### config.mk
export PLATFORM = sky130hd
export DESIGN_NAME = plat_scheduler_flat
export DESIGN_NICKNAME = d
export VERILOG_FILES = /design/src/rtl/doodle_pkg.sv /design/src/rtl/plat_scheduler_if.sv /design/src/rtl/plat_lfsr.sv /design/src/rtl/plat_scheduler.sv /design/src/flat_wrapper.sv
export SDC_FILE = /design/constraint.sdc
export NUM_CORES = 1
export LEC_CHECK = 0
export ABC_AREA = 0
export CAP_MARGIN = 20
export CORE_MARGIN = 1
export CORE_UTILIZATION = 46
export DETAILED_ROUTE_END_ITERATION = 16
export PLACE_DENSITY = 0.76
export SYNTH_ARGS = -nofsm -noshare
export SYNTH_HDL_FRONTEND = slang
export SYNTH_SLANG_ARGS = --single-unit
### constraint.sdc
create_clock -name Clk -period 5.1 [get_ports Clk]
set_clock_uncertainty 0.05 [all_clocks]
set_input_delay 0.51 -clock Clk [delete_from_list [all_inputs] [get_ports Clk]]
set_output_delay 0.51 -clock Clk [all_outputs]
set_load 0.05 [all_outputs]
### src/rtl/doodle_pkg.sv
`default_nettype none
// ============================================================================
// Package   : doodle_pkg
// Purpose   : Shared types and constants for the platform scheduler.
// Revision  : 1.0
// ============================================================================
package doodle_pkg;

    typedef logic [8:0] coord_t;

    typedef enum logic [1:0] {
        DIFF_EASY   = 2'd0,
        DIFF_MEDIUM = 2'd1,
        DIFF_HARD   = 2'd2,
        DIFF_HARD_X = 2'd3
    } difficulty_t;

    typedef enum logic [2:0] {
        ST_IDLE   = 3'd0,
        ST_INIT   = 3'd1,
        ST_WAIT   = 3'd2,
        ST_UPDATE = 3'd3,
        ST_DONE   = 3'd4
    } sched_state_t;

    localparam logic [15:0] LFSR_SEED = 16'hACE1;
    // Feedback taps 16,14,13,11 expressed as bit positions 15,13,12,10
    localparam logic [15:0] LFSR_TAPS = 16'hB400;

endpackage
`default_nettype wire

### src/rtl/plat_scheduler_if.sv
`default_nettype none
// ============================================================================
// Interface : plat_scheduler_if
// Purpose   : Frame control inputs and slot coordinate outputs of the scheduler.
// Revision  : 1.0
// ============================================================================
interface plat_scheduler_if #(
    parameter int NUM_PLAT = 16
);
    logic                  frame_clk;
    logic                  start;
    logic [5:0]            scroll;
    logic [1:0]            difficulty;
    logic [NUM_PLAT*9-1:0] plat_x;
    logic [NUM_PLAT*9-1:0] plat_y;
    logic [NUM_PLAT-1:0]   plat_valid;
    logic [11:0]           score;
    logic                  busy;
    logic                  frame_done;
    logic                  overrun;

    modport master (
        output frame_clk, start, scroll, difficulty,
        input  plat_x, plat_y, plat_valid, score, busy, frame_done, overrun
    );

    modport slave (
        input  frame_clk, start, scroll, difficulty,
        output plat_x, plat_y, plat_valid, score, busy, frame_done, overrun
    );
endinterface
`default_nettype wire

### src/rtl/plat_lfsr.sv
`default_nettype none
// ============================================================================
// Module    : plat_lfsr
// Purpose   : 16-bit Fibonacci LFSR with synchronous seed load and step enable.
// Revision  : 1.0
// ============================================================================
module plat_lfsr
    import doodle_pkg::*;
(
    input  wire logic        Clk,
    input  wire logic        Reset_n,
    input  wire logic        step,
    input  wire logic        load,
    output logic [15:0]      value
);
    logic [15:0] r_lfsr;

    always_ff @(posedge Clk or negedge Reset_n) begin
        if (!Reset_n)
            r_lfsr <= LFSR_SEED;
        else if (load)
            r_lfsr <= LFSR_SEED;
        else if (step)
            r_lfsr <= {r_lfsr[14:0], ^(r_lfsr & LFSR_TAPS)};
    end

    assign value = r_lfsr;
endmodule
`default_nettype wire

### src/rtl/plat_scheduler.sv
`default_nettype none
// ============================================================================
// Module    : plat_scheduler
// Purpose   : Scrolls and respawns the platform slots once per video frame.
//             Optional PLAT_SKIP_EN leaves some respawned slots empty.
// Revision  : 1.0
// ============================================================================
module plat_scheduler
    import doodle_pkg::*;
#(
    parameter int NUM_PLAT   = 16,
    parameter int Y_BOTTOM   = 479,
    parameter int GAP        = 30,
    parameter int X_MAX      = 447,
    parameter int MAX_SCROLL = 31
) (
    input  wire logic        Clk,
    input  wire logic        Reset_n,
    plat_scheduler_if.slave  bus
);
    localparam int IDX_W = $clog2(NUM_PLAT);
    localparam int SCR_W = $clog2(MAX_SCROLL + 1);
    localparam logic [IDX_W-1:0] c_last_idx = IDX_W'(NUM_PLAT - 1);

    sched_state_t     r_state, w_next;
    logic [IDX_W-1:0] r_idx;
    logic [1:0]       r_fc_sync;
    logic             r_fc_prev;
    logic             w_frame_evt;
    logic [SCR_W-1:0] r_scroll;
    logic [SCR_W-1:0] w_scroll_sat;
    coord_t           r_x [NUM_PLAT];
    coord_t           r_y [NUM_PLAT];
    logic [NUM_PLAT-1:0] r_valid;
    logic [11:0]      r_score;
    logic             r_overrun;
    logic [15:0]      w_lfsr;
    logic             w_lfsr_step;
    logic             w_busy;
    logic [9:0]       w_t;
    logic             w_wrap;
    coord_t           w_r, w_new_x, w_init_y;
    logic             w_resp_valid;

    always_ff @(posedge Clk or negedge Reset_n) begin
        if (!Reset_n) begin
            r_fc_sync <= 2'b00;
            r_fc_prev <= 1'b0;
        end else begin
            r_fc_sync <= {r_fc_sync[0], bus.frame_clk};
            r_fc_prev <= r_fc_sync[1];
        end
    end
    assign w_frame_evt = r_fc_prev & ~r_fc_sync[1];

    assign w_busy       = (r_state == ST_INIT) || (r_state == ST_UPDATE) || (r_state == ST_DONE);
    assign w_scroll_sat = (bus.scroll > 6'(MAX_SCROLL)) ? SCR_W'(MAX_SCROLL) : bus.scroll[SCR_W-1:0];
    assign w_t          = {1'b0, r_y[r_idx]} + 10'(r_scroll);
    assign w_wrap       = (w_t > 10'(Y_BOTTOM));
    assign w_r          = w_lfsr[8:0];
    assign w_new_x      = (w_r <= coord_t'(X_MAX)) ? w_r : w_r - coord_t'(X_MAX + 1);
    assign w_init_y     = coord_t'(Y_BOTTOM + 1 - GAP * (32'(r_idx) + 1));
    assign w_lfsr_step  = !bus.start && ((r_state == ST_INIT) || ((r_state == ST_UPDATE) && w_wrap));

    plat_lfsr u_lfsr (
        .Clk     (Clk),
        .Reset_n (Reset_n),
        .step    (w_lfsr_step),
        .load    (bus.start),
        .value   (w_lfsr)
    );

`ifdef PLAT_SKIP_EN
    logic r_skip;
    logic w_skip_cand;
    logic w_unused_lfsr;

    always_comb begin
        w_skip_cand = 1'b0;
        case (difficulty_t'(bus.difficulty))
            DIFF_EASY:   w_skip_cand = 1'b0;
            DIFF_MEDIUM: w_skip_cand = (w_lfsr[15:14] == 2'b00);
            default:     w_skip_cand = ~w_lfsr[15];
        endcase
    end
    // A skip is never allowed twice in a row so the player always has a foothold
    assign w_resp_valid  = !w_skip_cand || r_skip;
    assign w_unused_lfsr = ^w_lfsr[13:9];

    always_ff @(posedge Clk or negedge Reset_n) begin
        if (!Reset_n)
            r_skip <= 1'b0;
        else if (bus.start)
            r_skip <= 1'b0;
        else if ((r_state == ST_UPDATE) && w_wrap)
            r_skip <= !w_resp_valid;
    end
`else
    logic w_unused_bits;
    assign w_resp_valid  = 1'b1;
    assign w_unused_bits = ^{bus.difficulty, w_lfsr[15:9]};
`endif

    always_ff @(posedge Clk or negedge Reset_n) begin
        if (!Reset_n)
            r_state <= ST_IDLE;
        else
            r_state <= w_next;
    end

    always_comb begin
        w_next = r_state;
        if (bus.start) begin
            w_next = ST_INIT;
        end else begin
            case (r_state)
                ST_IDLE:   w_next = ST_IDLE;
                ST_INIT:   if (r_idx == c_last_idx) w_next = ST_WAIT;
                ST_WAIT:   if (w_frame_evt) w_next = ST_UPDATE;
                ST_UPDATE: if (r_idx == c_last_idx) w_next = ST_DONE;
                ST_DONE:   w_next = ST_WAIT;
                default:   w_next = ST_IDLE;
            endcase
        end
    end

    always_ff @(posedge Clk or negedge Reset_n) begin
        if (!Reset_n) begin
            r_idx     <= '0;
            r_scroll  <= '0;
            r_valid   <= '0;
            r_score   <= '0;
            r_overrun <= 1'b0;
            for (int i = 0; i < NUM_PLAT; i++) begin
                r_x[i] <= '0;
                r_y[i] <= '0;
            end
        end else if (bus.start) begin
            r_idx     <= '0;
            r_score   <= '0;
            r_overrun <= 1'b0;
        end else begin
            if (w_frame_evt && w_busy)
                r_overrun <= 1'b1;
            case (r_state)
                ST_INIT: begin
                    r_x[r_idx]     <= w_new_x;
                    r_y[r_idx]     <= w_init_y;
                    r_valid[r_idx] <= 1'b1;
                    r_idx          <= r_idx + 1'b1;
                end
                ST_WAIT: begin
                    if (w_frame_evt) begin
                        r_scroll <= w_scroll_sat;
                        r_idx    <= '0;
                    end
                end
                ST_UPDATE: begin
                    if (w_wrap) begin
                        r_y[r_idx]     <= coord_t'(w_t - 10'(Y_BOTTOM + 1));
                        r_x[r_idx]     <= w_new_x;
                        r_valid[r_idx] <= w_resp_valid;
                        if (r_score != 12'hFFF)
                            r_score <= r_score + 12'd1;
                    end else begin
                        r_y[r_idx] <= w_t[8:0];
                    end
                    r_idx <= r_idx + 1'b1;
                end
                default: ;
            endcase
        end
    end

    for (genvar i = 0; i < NUM_PLAT; i++) begin : g_pack
        assign bus.plat_x[9*i +: 9] = r_x[i];
        assign bus.plat_y[9*i +: 9] = r_y[i];
    end

    assign bus.plat_valid = r_valid;
    assign bus.score      = r_score;
    assign bus.busy       = w_busy;
    assign bus.frame_done = (r_state == ST_DONE);
    assign bus.overrun    = r_overrun;
endmodule
`default_nettype wire

### src/flat_wrapper.sv
// flat-port wrapper written by rule: the top's interface ports become plain ports
module plat_scheduler_flat import doodle_pkg::*;
#(
    parameter int NUM_PLAT   = 16,
    parameter int Y_BOTTOM   = 479,
    parameter int GAP        = 30,
    parameter int X_MAX      = 447,
    parameter int MAX_SCROLL = 31
)
  (Clk, Reset_n, bus_frame_clk, bus_start, bus_scroll, bus_difficulty, bus_plat_x, bus_plat_y, bus_plat_valid, bus_score, bus_busy, bus_frame_done, bus_overrun);
  plat_scheduler_if #(.NUM_PLAT(NUM_PLAT)) bus_i ();
  input  wire logic Clk;
  input  wire logic Reset_n;
  input wire logic [$bits(bus_i.frame_clk)-1:0] bus_frame_clk;
  input wire logic [$bits(bus_i.start)-1:0] bus_start;
  input wire logic [$bits(bus_i.scroll)-1:0] bus_scroll;
  input wire logic [$bits(bus_i.difficulty)-1:0] bus_difficulty;
  output wire logic [$bits(bus_i.plat_x)-1:0] bus_plat_x;
  output wire logic [$bits(bus_i.plat_y)-1:0] bus_plat_y;
  output wire logic [$bits(bus_i.plat_valid)-1:0] bus_plat_valid;
  output wire logic [$bits(bus_i.score)-1:0] bus_score;
  output wire logic [$bits(bus_i.busy)-1:0] bus_busy;
  output wire logic [$bits(bus_i.frame_done)-1:0] bus_frame_done;
  output wire logic [$bits(bus_i.overrun)-1:0] bus_overrun;
  assign bus_i.frame_clk = bus_frame_clk;
  assign bus_i.start = bus_start;
  assign bus_i.scroll = bus_scroll;
  assign bus_i.difficulty = bus_difficulty;
  assign bus_plat_x = bus_i.plat_x;
  assign bus_plat_y = bus_i.plat_y;
  assign bus_plat_valid = bus_i.plat_valid;
  assign bus_score = bus_i.score;
  assign bus_busy = bus_i.busy;
  assign bus_frame_done = bus_i.frame_done;
  assign bus_overrun = bus_i.overrun;
  plat_scheduler #(.NUM_PLAT(NUM_PLAT), .Y_BOTTOM(Y_BOTTOM), .GAP(GAP), .X_MAX(X_MAX), .MAX_SCROLL(MAX_SCROLL)) u_core (.Clk(Clk), .Reset_n(Reset_n), .bus(bus_i));
endmodule
==> reports/qor.json <==
{
  "timing.critical_path.to_type": "flop",
  "first_pass_iters": 5,
  "path_length_in_cells_of_the_critical_path": 17,
  "fin_tns_setup_ns": 0,
  "first_global_vias": 11830,
  "cp_top_family": "compound AO/OA/AOI/OAI gates",
  "timing.fmax_mhz": 209,
  "synth.yosys.seq_area_share_pct": 55.9,
  "cts-root-to-sink-buffers": 3,
  "worst_skew_pair.late_latency_ns": 0.52,
  "number_of_buffers_created_by_cts": 38,
  "routed_vias": 11421,
  "cts-resized-gates": 0,
  "grt_start_max_net_pins": 142,
  "core_mm2": 0.0334,
  "port-buffer-count": 328,
  "postCtsSetupBuffers": 0,
  "timing_worst_setup_path_type": "reg -> reg",
  "synthesis.area_per_instance_um2": 12.1,
  "synth_largest_area_cell": "sky130_fd_sc_hd__dfrtp_1",
  "synth_area_leaders": "sky130_fd_sc_hd__dfrtp_1 55%, sky130_fd_sc_hd__mux2_2 9.9%, sky130_fd_sc_hd__mux4_2 5.5%",
  "final_critical_path_setup_slack_ns": 0.317,
  "hold_viol_final": 0,
  "grt_util_all_layers_pct": 26.9,
  "drv_slew": 0,
  "ir_drop_v": 0.000451,
  "synth_common_cells": "340 x sky130_fd_sc_hd__dfrtp_1, 148 x sky130_fd_sc_hd__nand2_1, 137 x sky130_fd_sc_hd__mux2_2",
  "worst_setup_path_start_kind": "flop",
  "placer_congestion": 0.941,
  "timing.rr.start": "u_core.r_idx[0]",
  "post_synth_inst_count": 1287,
  "dr.first_iter.drc_count": 769,
  "placement.setup.worst_slack_ns": 0.362,
  "fill_cells": 2537,
  "wirelength_um": 45600,
  "worstPathMaxFanout": 18,
  "half_perimeter_wire_length_of_the_detailed_placement_result_um": 32200,
  "reg2reg_depth": 17,
  "syn2layout_area_growth_pct": 33.5,
  "clk_pin_slew_ns": 0.06,
  "status": "finished clean",
  "cts_tree": "done",
  "worst_ep_arrival_time_ns": 5.08,
  "die_outline_area_mm2": 0.0347,
  "tritoncts_num_sinks": 348,
  "timing.critical_path.slowest_stage_cell": "sky130_fd_sc_hd__mux4_2",
  "unrepaired_setup_endpoints_after_global_routing": "false",
  "critical_path.n_buffers_inverters": 2,
  "detail_route.vias_per_cell": 5.43,
  "detail_route.drc_violations": 0,
  "worst_slew_pin_slew_ns": 1.03,
  "i_o_pin_count": 331,
  "overflow": 0,
  "syn-num-nets": 1330,
  "clockRootBuffer": "sky130_fd_sc_hd__clkbuf_16",
  "ys_dominant_reg_cell": "sky130_fd_sc_hd__dfrtp_1",
  "floorplan.initialDensity_pct": 46.6,
  "drive_gt1_share_pct": 20.4,
  "slew-limit-headroom_pct": 30.6,
  "syn-cell-area_mm2": 0.0156,
  "post_drt_wl_per_cell_um": 21.7,
  "multi_input_comb_area_mm2": 0.00650,
  "initial_antenna_violation_count": 0,
  "dieWidth_um": 186,
  "finalCritPeriodShare_pct": 93.8,
  "crit_chain": "buf_12, mux4_2, mux4_2, ha_1, fa_1, a211oi_1, o21ba_2, nor2_1, xnor2_1, a221o_1, ha_1, a21oi_1, xnor2_1, o31ai_1, a21oi_1, buf_4, o21ai_0",
  "synth.most_common_cell": "sky130_fd_sc_hd__dfrtp_1",
  "yosysUniqueCellTypes": 62,
  "cellPowerDensity_mw_per_mm2": 445,
  "synth_enable_flop_cells": 0,
  "yosysTopAreaCellShare_pct": 54.5,
  "critPathRequiredTime_ns": 5.40,
  "num-nets-final": 1669,
  "synthArstFlopShare_pct": 100,
  "crit_path_start": "u_core.r_idx[0]",
  "ant_nets": 0,
  "num_rows": 67,
  "ff_latch_area_mm2": 0.00872,
  "ys_seq_elements": 348,
  "holdCritPathClass": "reg -> reg",
  "min_delay_startpoint": "u_core.r_fc_sync[0]",
  "post-route-min-period_ns": 4.78,
  "min_path_cells": 0,
  "htree_levels": 2,
  "slowest_delay_ns": 0.57,
  "drv.max_cap_violation_count": 0,
  "leakagePower_nw": 9.22,
  "setup_viol": 0,
  "grt_pass1_wl_um": 70000,
  "floorplan.die.height_um": 186,
  "synth_warnings": 0
}
[cells by family (layout without fill, tap and decap cells)]
logic type                 count (synthesis)  after routing  synth area share, %
adders and majority gates                 31             31                 2.82
muxes                                    209            209                 18.0
buffers and inverters                     95            461                 2.64
xor gates and xnor gates                  24             24                 1.44
and+or+nand+nor                          331            331                 9.31
DFF                                      348            348                 55.9
other                                      0              1                    0
AOI/OAI and AO/OA                        249            249                 9.88
[sequential cells by signal (all words and copies together), names as in the netlist]
register and count:
u_core.bus.overrun 1, u_core.bus.plat_valid 16, u_core.bus.plat_x 144, u_core.bus.plat_y 144, u_core.bus.score 12, u_core.r_fc_prev 1, u_core.r_fc_sync 2, u_core.r_idx 4
u_core.r_scroll 5, u_core.r_state 3, u_core.u_lfsr.value 16
[path summary, 6_finish.rpt]
kind | slack (ns) | end
min in group asynchronous | 0.49 | u_core.bus.score[8]
min reg2reg | 0.30 | u_core.r_fc_sync[1]
max reg2reg | 0.32 | u_core.bus.plat_y[34]
min | 0.30 | u_core.r_fc_sync[1]
max | 0.32 | u_core.bus.plat_y[34]
max in group asynchronous | 3.31 | u_core.bus.plat_x[95]
[final cells by class]
class / instances / area share [%]
Clock buffer: 57 / 5.30
Tap cell: 448 / 2.69
Timing Repair Buffer: 369 / 17.9
Clock inverter: 10 / 0.529
Antenna cell: 1 / 0.0120
Inverter: 25 / 0.451
Sequential cell: 348 / 41.9
Multi-Input combinational cell: 844 / 31.2
[metrics by stage]
step | instance area [um^2] | total power [W] | utilization [%] | cells | hold slack, ns
detailed placement | 19600 | 0.00661 | 58.6 | 2033 | 0.290
floorplan | 15600 | 0.00543 | - | 1287 | 0.164
global placement | 19600 | 0.00655 | 58.6 | 2033 | 0.286
CTS | 20800 | 0.00932 | 62.2 | 2101 | 0.303
global route | 20800 | 0.00963 | 62.2 | 2101 | 0.328
finish | 20800 | 0.00926 | 62.3 | 2102 | 0.301
[repair_timing]
item                                   CTS  global route
endpoints found under the hold margin   71             0
hold buffers                             1             0
setup endpoints to repair                0             0
[routing by layer]
layer / track usage, % / share of wire [%] / vias up
li1: - / - / 5204
met1: 32.0 / 38 / 5686
met2: 45.2 / 49 / 445
met3: 9.83 / 10 / 86
met4: 8.79 / 3.0 / 0
met5: 0 / 0 / -
[layout by cell type, fill, tap and decap left out, types with 25 or more instances in the layout]
cell type and instances:
sky130_fd_sc_hd__mux4_2 38, sky130_fd_sc_hd__dfrtp_1 338, sky130_fd_sc_hd__inv_1 25, sky130_fd_sc_hd__clkdlybuf4s50_1 327, sky130_fd_sc_hd__mux2_2 137, sky130_fd_sc_hd__buf_4 29, sky130_fd_sc_hd__clkbuf_16 39, sky130_fd_sc_hd__a21oi_1 57
sky130_fd_sc_hd__o21ai_0 131, sky130_fd_sc_hd__nand2_1 148, sky130_fd_sc_hd__nor2_1 91
[where the power goes]
group,internal [W],switching (W)
registers,0.00311,0.000295
logic,0.00109,0.00208
clock network,0.00160,0.00108
total,0.00580,0.00346
(Power assumes the default switching activity.)
